==> src/rtl/time_set_ctrl.sv <==
// Front-panel time-setting controller: debounces MODE/INC buttons, walks the user
// through hour then minute entry, and commits the edited time with a one-cycle set strobe.
module time_set_ctrl #(
  parameter int DEBOUNCE_CYCLES = 16,
  parameter int TIMEOUT_CYCLES  = 1000000,
  parameter int BLINK_CYCLES    = 250000,
  parameter int MAX_HOURS       = 23,
  parameter int MAX_MINUTES     = 59
) (
  input  logic       clk,
  input  logic       reset,
  input  logic       btn_mode,
  input  logic       btn_inc,
  input  logic [4:0] cur_hours,
  input  logic [6:0] cur_minutes,
  output logic       set,
  output logic [4:0] set_hours,
  output logic [6:0] set_minutes,
  output logic [1:0] edit_mode,
  output logic       blink
);

  localparam int DW = $clog2(DEBOUNCE_CYCLES + 1);
  localparam int TW = $clog2(TIMEOUT_CYCLES + 1);
  localparam int BW = $clog2(BLINK_CYCLES + 1);

  // Encodings 0..2 match the edit_mode values; COMMIT reports as RUN.
  typedef enum logic [1:0] {
    ST_RUN     = 2'd0,
    ST_SET_HR  = 2'd1,
    ST_SET_MIN = 2'd2,
    ST_COMMIT  = 2'd3
  } state_t;

  state_t          state_q, state_d;
  logic [1:0]      raw, sync1, sync2, level, press;
  logic [DW-1:0]   db_cnt [2];
  logic [TW-1:0]   tmo_cnt;
  logic [BW-1:0]   blink_cnt;
  logic [4:0]      hr_q;
  logic [6:0]      min_q;
  logic            mode_ev, inc_ev, any_ev, timed_out, editing_q, editing_d;

  // Bit 0 is MODE, bit 1 is INC.
  assign raw     = {btn_inc, btn_mode};
  assign mode_ev = press[0];
  assign inc_ev  = press[1];
  assign any_ev  = mode_ev | inc_ev;

  // Synchronise, then accept a new level only after DEBOUNCE_CYCLES differing samples.
  always_ff @(posedge clk or negedge reset) begin
    if (!reset) begin
      sync1     <= '0;
      sync2     <= '0;
      level     <= '0;
      press     <= '0;
      db_cnt[0] <= '0;
      db_cnt[1] <= '0;
    end else begin
      sync1 <= raw;
      sync2 <= sync1;
      for (int i = 0; i < 2; i++) begin
        press[i] <= 1'b0;
        if (sync2[i] != level[i]) begin
          if (db_cnt[i] == DW'(DEBOUNCE_CYCLES - 1)) begin
            level[i]  <= sync2[i];
            press[i]  <= sync2[i];
            db_cnt[i] <= '0;
          end else begin
            db_cnt[i] <= db_cnt[i] + 1'b1;
          end
        end else begin
          db_cnt[i] <= '0;
        end
      end
    end
  end

  assign editing_q = (state_q == ST_SET_HR) || (state_q == ST_SET_MIN);
  assign editing_d = (state_d == ST_SET_HR) || (state_d == ST_SET_MIN);
  assign timed_out = (tmo_cnt == TW'(TIMEOUT_CYCLES - 1));

  always_ff @(posedge clk or negedge reset) begin
    if (!reset) state_q <= ST_RUN;
    else        state_q <= state_d;
  end

  // MODE has priority over INC; a press in the same cycle as the timeout keeps the edit alive.
  always_comb begin
    state_d = state_q;
    case (state_q)
      ST_RUN:     if (mode_ev) state_d = ST_SET_HR;
      ST_SET_HR:  if (mode_ev) state_d = ST_SET_MIN;
                  else if (!any_ev && timed_out) state_d = ST_RUN;
      ST_SET_MIN: if (mode_ev) state_d = ST_COMMIT;
                  else if (!any_ev && timed_out) state_d = ST_RUN;
      default:    state_d = ST_RUN;
    endcase
  end

  always_ff @(posedge clk or negedge reset) begin
    if (!reset) begin
      hr_q  <= '0;
      min_q <= '0;
    end else begin
      case (state_q)
        ST_RUN: if (mode_ev) begin
          hr_q  <= (cur_hours > 5'(MAX_HOURS)) ? 5'd0 : cur_hours;
          min_q <= (cur_minutes > 7'(MAX_MINUTES)) ? 7'd0 : cur_minutes;
        end
        ST_SET_HR: if (!mode_ev && inc_ev)
          hr_q <= (hr_q == 5'(MAX_HOURS)) ? 5'd0 : hr_q + 5'd1;
        ST_SET_MIN: if (!mode_ev && inc_ev)
          min_q <= (min_q == 7'(MAX_MINUTES)) ? 7'd0 : min_q + 7'd1;
        default: ;
      endcase
    end
  end

  always_ff @(posedge clk or negedge reset) begin
    if (!reset) begin
      tmo_cnt <= '0;
    end else if (any_ev || !editing_q) begin
      tmo_cnt <= '0;
    end else begin
      tmo_cnt <= tmo_cnt + 1'b1;
    end
  end

  // Blink restarts high on every entry into an edit field.
  always_ff @(posedge clk or negedge reset) begin
    if (!reset) begin
      blink     <= 1'b0;
      blink_cnt <= '0;
    end else if (!editing_d) begin
      blink     <= 1'b0;
      blink_cnt <= '0;
    end else if (state_d != state_q) begin
      blink     <= 1'b1;
      blink_cnt <= '0;
    end else if (blink_cnt == BW'(BLINK_CYCLES - 1)) begin
      blink     <= ~blink;
      blink_cnt <= '0;
    end else begin
      blink_cnt <= blink_cnt + 1'b1;
    end
  end

  always_ff @(posedge clk or negedge reset) begin
    if (!reset) begin
      set       <= 1'b0;
      edit_mode <= 2'd0;
    end else begin
      set       <= (state_d == ST_COMMIT);
      edit_mode <= (state_d == ST_COMMIT) ? 2'd0 : state_d;
    end
  end

  assign set_hours   = hr_q;
  assign set_minutes = min_q;

endmodule

==> config.mk <==
export PLATFORM = sky130hd
export DESIGN_NAME = time_set_ctrl
export DESIGN_NICKNAME = d
export VERILOG_FILES = /design/src/rtl/time_set_ctrl.sv
export SDC_FILE = /design/constraint.sdc
export NUM_CORES = 1
export LEC_CHECK = 0
export CAP_MARGIN = 30
export CORE_MARGIN = 10
export CORE_UTILIZATION = 45
export CTS_CLUSTER_DIAMETER = 40
export DETAILED_ROUTE_END_ITERATION = 16
export GPL_TIMING_DRIVEN = 0
export PLACE_DENSITY_LB_ADDON = 0.15
export SLEW_MARGIN = 20
export SYNTH_ARGS = -nofsm -noshare
export SYNTH_HDL_FRONTEND = slang
export SYNTH_SLANG_ARGS = --single-unit
==> constraint.sdc <==
create_clock -name clk -period 8.9 [get_ports clk]
set_input_delay 0.89 -clock clk [delete_from_list [all_inputs] [get_ports clk]]
set_output_delay 0.89 -clock clk [all_outputs]
set_load 0.005 [all_outputs]
# Word-level counts from Yosys, hierarchy flattened
# Index checks and enable logic that the tools add are counted.
dict set report totals {
  register_bits 74
  wordCells 89
  out_inout_bits 16
}
dict set report classes {
  n_reduce_logical 15
  order_cmp 2
  n_eq_ne 18
  n_bitwise 2
  n_mux 31
  addsub 6
}
# operator n
set ops {}
lappend ops {{$mux 18} 3}
lappend ops {{$mux 5} 8}
lappend ops {{$mux 7} 4}
lappend ops {{$add 20x1->20 const B} 1}
lappend ops {{$eq 20x20->1 const B} 1}
lappend ops {{$mux 20} 1}
lappend ops {{$add 18x1->18 const B} 1}
lappend ops {{$eq 18x18->1 const B} 1}
lappend ops {{$add 5x1->5 const B} 3}
lappend ops {{$pmux 7 s2} 1}
lappend ops {{$eq 5x4->1 const B} 2}
lappend ops {{$mux 2} 5}
lappend ops {{$pmux 5 s2} 1}
lappend ops {{$add 7x1->7 const B} 1}
lappend ops {{$eq 7x6->1 const B} 1}
lappend ops {{$gt 7x6->1 const B} 1}
lappend ops {{$mux 1} 7}
lappend ops {{$eq 2x2->1 const B} 3}
lappend ops {{$pmux 2 s3} 1}
lappend ops {{$reduce_and 3->1} 2}
lappend ops {{$eq 5x5->1 const B} 1}
lappend ops {{$gt 5x5->1 const B} 1}
lappend ops {{$eq 2x1->1 const B} 2}
lappend ops {{$ne 2x1->1 const B} 2}
lappend ops {{other kinds (12)} 20}

# Depth between registers and ports, before layout
dict set report depth {
  word_depth 9
  depth_mapped 11
}

# Worst setup path after synthesis
# OpenSTA, ideal clock, no wires.
dict set report synth_timing {
  path_kind {register -> register}
  from {register tmo_cnt[6]}
  to {register blink_cnt[3]}
  slack_ns 5.943
  arrival_time_ns 2.856
  path_stages_with_launch 10
  required_time_ns 8.799
  path_buffers 1
  setup_time_ns 0.101
  path_cell_list {dfrtp_1 > or4_1 > or4_4 > o31ai_1 > a221o_1 > ha_1 > inv_1 > o21ai_1 > dlygate4sd1_1 > nor4_1}
}
dict set report synth_between {
  elab_chain_len 8
}
# element line
set synth_rtl {}
lappend synth_rtl {{from (decl)} 38} ;# logic [TW-1:0] tmo_cnt;
lappend synth_rtl {{from (signal assigned)} 126} ;# tmo_cnt <= tmo_cnt + 1'b1;
lappend synth_rtl {{$eq 20x20->1 *} 81} ;# assign timed_out = (tmo_cnt == TW'(TIMEOUT_CYCLES - 1));
lappend synth_rtl {{$logic_and 1x1->1 *} {94, 96}}
lappend synth_rtl {{$mux 2 *} {94, 96}}
lappend synth_rtl {{$mux 2, on equally long branches} {95, 93}}
lappend synth_rtl {{$pmux 2 s3 *} 91} ;# case (state_q)
lappend synth_rtl {{$ne 2x2->1 (tied with other cells)} 138} ;# end else if (state_d != state_q) begin
lappend synth_rtl {{$mux 18 / $logic_or 1x1->1 (equally long branches)} {138, 80}}
lappend synth_rtl {{$mux 18 *} 135} ;# end else if (!editing_d) begin
lappend synth_rtl {{to (signal assigned)} 145} ;# blink_cnt <= blink_cnt + 1'b1;
lappend synth_rtl {{to (decl)} 39} ;# logic [BW-1:0] blink_cnt;
# Mark *: on every way between the ends. The rest lies on a longest branch, timed or not.
# A chain may end at the register's enable or synchronous reset.

# Worst setup path in the final report
dict set report layout_timing {
  from {register tmo_cnt[6]}
  to {register blink_cnt[7]}
}
# The elaborated chain is that of the path after synthesis.

==> results.json <==
{
  "p_leak_uw": 0.00179,
  "rows": 33,
  "yosys-top-cells-area": "dfrtp_1 (48%), ha_1 (4.2%), xnor2_1 (3.0%)",
  "switchingPower_uw": 152,
  "design.die.area_mm2": 0.0127,
  "dpl.hpwl_um": 5800,
  "critical_path.endpoint": "blink_cnt[7]",
  "grt_usage_pct": 13.3,
  "routedWlPerCell_um": 15.4,
  "gr-total-overflow": 0,
  "critical_path_arrival_ps": 3630,
  "multi_input_area_mm2": 0.00190,
  "cts_inserted_buffers": 9,
  "cts_root_buf": "clkbuf_8",
  "rrSetupSlack_ps": 5530,
  "netlist_area_mm2": 0.00386,
  "period_minus_slack_ps": 3370,
  "place.gp.congestion": 0.800,
  "cts_tree": "done",
  "path_clk_slew_ps": 90,
  "dr.pass1.iters": 4,
  "fin_cells": 530,
  "drt_wl_total_um": 8150,
  "synth_edf_count": 0,
  "yosysMostFrequentCell": "dfrtp_1",
  "clkSinkCount": 74,
  "worst_slack_ps": 5530,
  "final_layout_size_suffix_gt1_share_pct": 8.00,
  "clockBufferDepth": 2,
  "dp_slack_ps": 5500,
  "synth-async-reset-ratio_pct": 100,
  "hold_violations": 0,
  "worst_clock_skew_ps": 10.9,
  "grt_pass1_vias": 3140,
  "yosysWarnings": 0,
  "remaining_drc_errors": 0,
  "cp-end-kind": "flip-flop",
  "slew_headroom_pct": 42.1,
  "fin_crit_sh_pct": 37.8,
  "die_x_um": 113,
  "synth_nets": 405,
  "area_delta_synth_final_pct": 17.3,
  "grt_pass1_wl_um": 14300,
  "cts_resized": 0,
  "status": "finished, final reports clean",
  "antennaDiodeCount": 0,
  "h-tree-depth": 3,
  "swShare_pct": 23.5,
  "final_core_util_pct": 54.5,
  "hold_path_class": "flip-flop to flip-flop",
  "core_mm2": 0.00830,
  "fin_setup_tns_ps": 0,
  "slew_violations": 0,
  "detail-route-antenna-nets": 0,
  "crit_start": "tmo_cnt[6]",
  "synth.avg_cell_area_um2": 10.3,
  "yosys-top-cells-count": "dfrtp_1 (74), nor2_1 (29), nand2_1 (23)",
  "power.total_uw": 645,
  "ys_seq_area_share_pct": 48.0,
  "fmax_ghz": 0.297,
  "synth_cells": 376,
  "io_buffers": 31,
  "p_comb_share_pct": 4.4,
  "rsz0062_at_grt": "no",
  "p_per_area_mw_per_mm2": 143,
  "cts_hold_buf": 0,
  "synth_top_area_share_pct": 48.0,
  "internal-power_uw": 493,
  "worstMarginPinSlew_ps": 867,
  "start_kind": "flip-flop",
  "seqPwrFrac_pct": 53.4,
  "postSynthRegisterBits": 74,
  "via_per_inst": 5.71,
  "seq_area_mm2": 0.00185,
  "placedCellCount": 514,
  "peakVddDrop_mv": 0.0644,
  "cp.required_ps": 9160,
  "worstSetupPathType": "flip-flop to flip-flop",
  "ff2ff_path_depth": 9,
  "synth_cell_type_count": 58,
  "n_fill_cell": 752,
  "vias": 3024,
  "synth_ff_type": "dfrtp_1",
  "worstPathMaxFanout": 10,
  "setup_viol": 0,
  "antenna_found_initial": 0,
  "drt_iter0_drc": 103,
  "grt_max_degree": 39,
  "reg2reg_to": "blink_cnt[7]",
  "final_nets": 449,
  "r2r_start": "tmo_cnt[6]",
  "cap_violations": 0,
  "io_pins": 32,
  "yosys.area.top_type": "dfrtp_1",
  "clockPowerShare_pct": 42.2,
  "clk_latency_ps": 360,
  "die_height_um": 113,
  "post_cts_buffers": 0,
  "start_util_pct": 46.5
}
==> final cells by class <==
| type | instances | share of cell area, % |
|---|---|---|
| multi-input combinational | 278 | 42.0 |
| sequential | 74 | 40.9 |
| timing repair buffer | 33 | 7.35 |
| clock buffer | 11 | 3.12 |
| tap | 105 | 2.90 |
| clock inverter | 5 | 1.38 |
| buffer | 12 | 1.30 |
| inverter | 12 | 0.995 |
==> registers in the layout, summed over array words and instances, names as in the netlist <==
register	count
blink	1
blink_cnt	18
db_cnt	10
edit_mode	2
level	2
press	2
set	1
set_hours	5
set_minutes	7
state_q	2
sync1	2
sync2	2
tmo_cnt	20
==> power by group through the flow <==
stage	clock (uW)	combinational, uW	sequential, uW
after floorplan	0	9.04	351
after global placement	0	27.3	351
after detailed placement	0	28.9	351
after CTS	280	29.1	345
after global routing	295	31.9	346
final	272	28.1	345
==> critical path: stages (launching register included) <==
cell,delay (ps)
dfrtp_1,420
or4_1,550
or4_4,470
o31ai_1,320
a221o_1,210
ha_1,220
inv_1,70
o21ai_1,250
dlygate4sd1_1,450
nor4_1,320
==> stage by stage <==
step	cell area (um2)	hold WS, ps
4_1_cts	4530	352
3_3_place_gp	4300	334
6_report	4530	351
5_1_grt	4530	365
2_1_floorplan	3860	331
3_5_place_dp	4320	335
==> per-layer routing <==
layer / vias up / part of all wire (%) / global-route usage (%)
li1: 1493 / - / -
met1: 1478 / 47 / 15.7
met2: 37 / 47 / 22.1
met3: 16 / 3.4 / 3.19
met4: 0 / 2.1 / 6.26
met5: - / 0 / 0
==> cells by family (layout without fill, tap and decap cells) <==
kind of cell / count (synthesis) / in the layout / share of synthesized area [%]
flip-flops: 74 / 74 / 48.0
adder cells (fa/ha/maj): 13 / 13 / 4.22
AND/OR/NAND/NOR: 156 / 156 / 23.3
buffers and inverters: 24 / 73 / 2.69
AO/OA/AOI/OAI: 78 / 78 / 14.5
XOR/XNOR: 26 / 26 / 5.90
multiplexers: 5 / 5 / 1.39
==> layout by cell type, fill, tap and decap left out, types with 3 or more instances in the layout <==
master           instances
nor3_1                   7
a21oi_1                 15
nand3_1                 17
nor4_1                  13
a221o_1                  3
nand4_1                  7
xnor2_1                 13
or4_4                    3
nor2b_1                  7
ha_1                    13
and4_1                   3
o21ai_0                 20
dfrtp_1                 74
and2_1                   3
or4_1                    5
and3_1                  10
mux2_2                   3
o2bb2ai_1                4
nand4b_1                 3
xor2_1                  13
o21a_1                   4
a2bb2oi_1                4
nand2_1                 23
or3_1                    8
nor4b_1                  5
nor2_1                  29
inv_1                   12
clkdlybuf4s50_1         30
o31ai_1                  6
a2111oi_0                3
clkbuf_1                10
nand2b_1                 4
clkbuf_8                10
==> worst min path at each step <==
stage / start / to / cells after the start
after global routing: sync1[0] / sync2[0] / 0
after global placement: sync1[0] / sync2[0] / 0
after detailed placement: sync1[1] / sync2[1] / 0
after CTS: sync1[1] / sync2[1] / 0
after floorplan: sync1[0] / sync2[0] / 0
final: sync1[1] / sync2[1] / 0
Power figures use the tool's default switching activity.
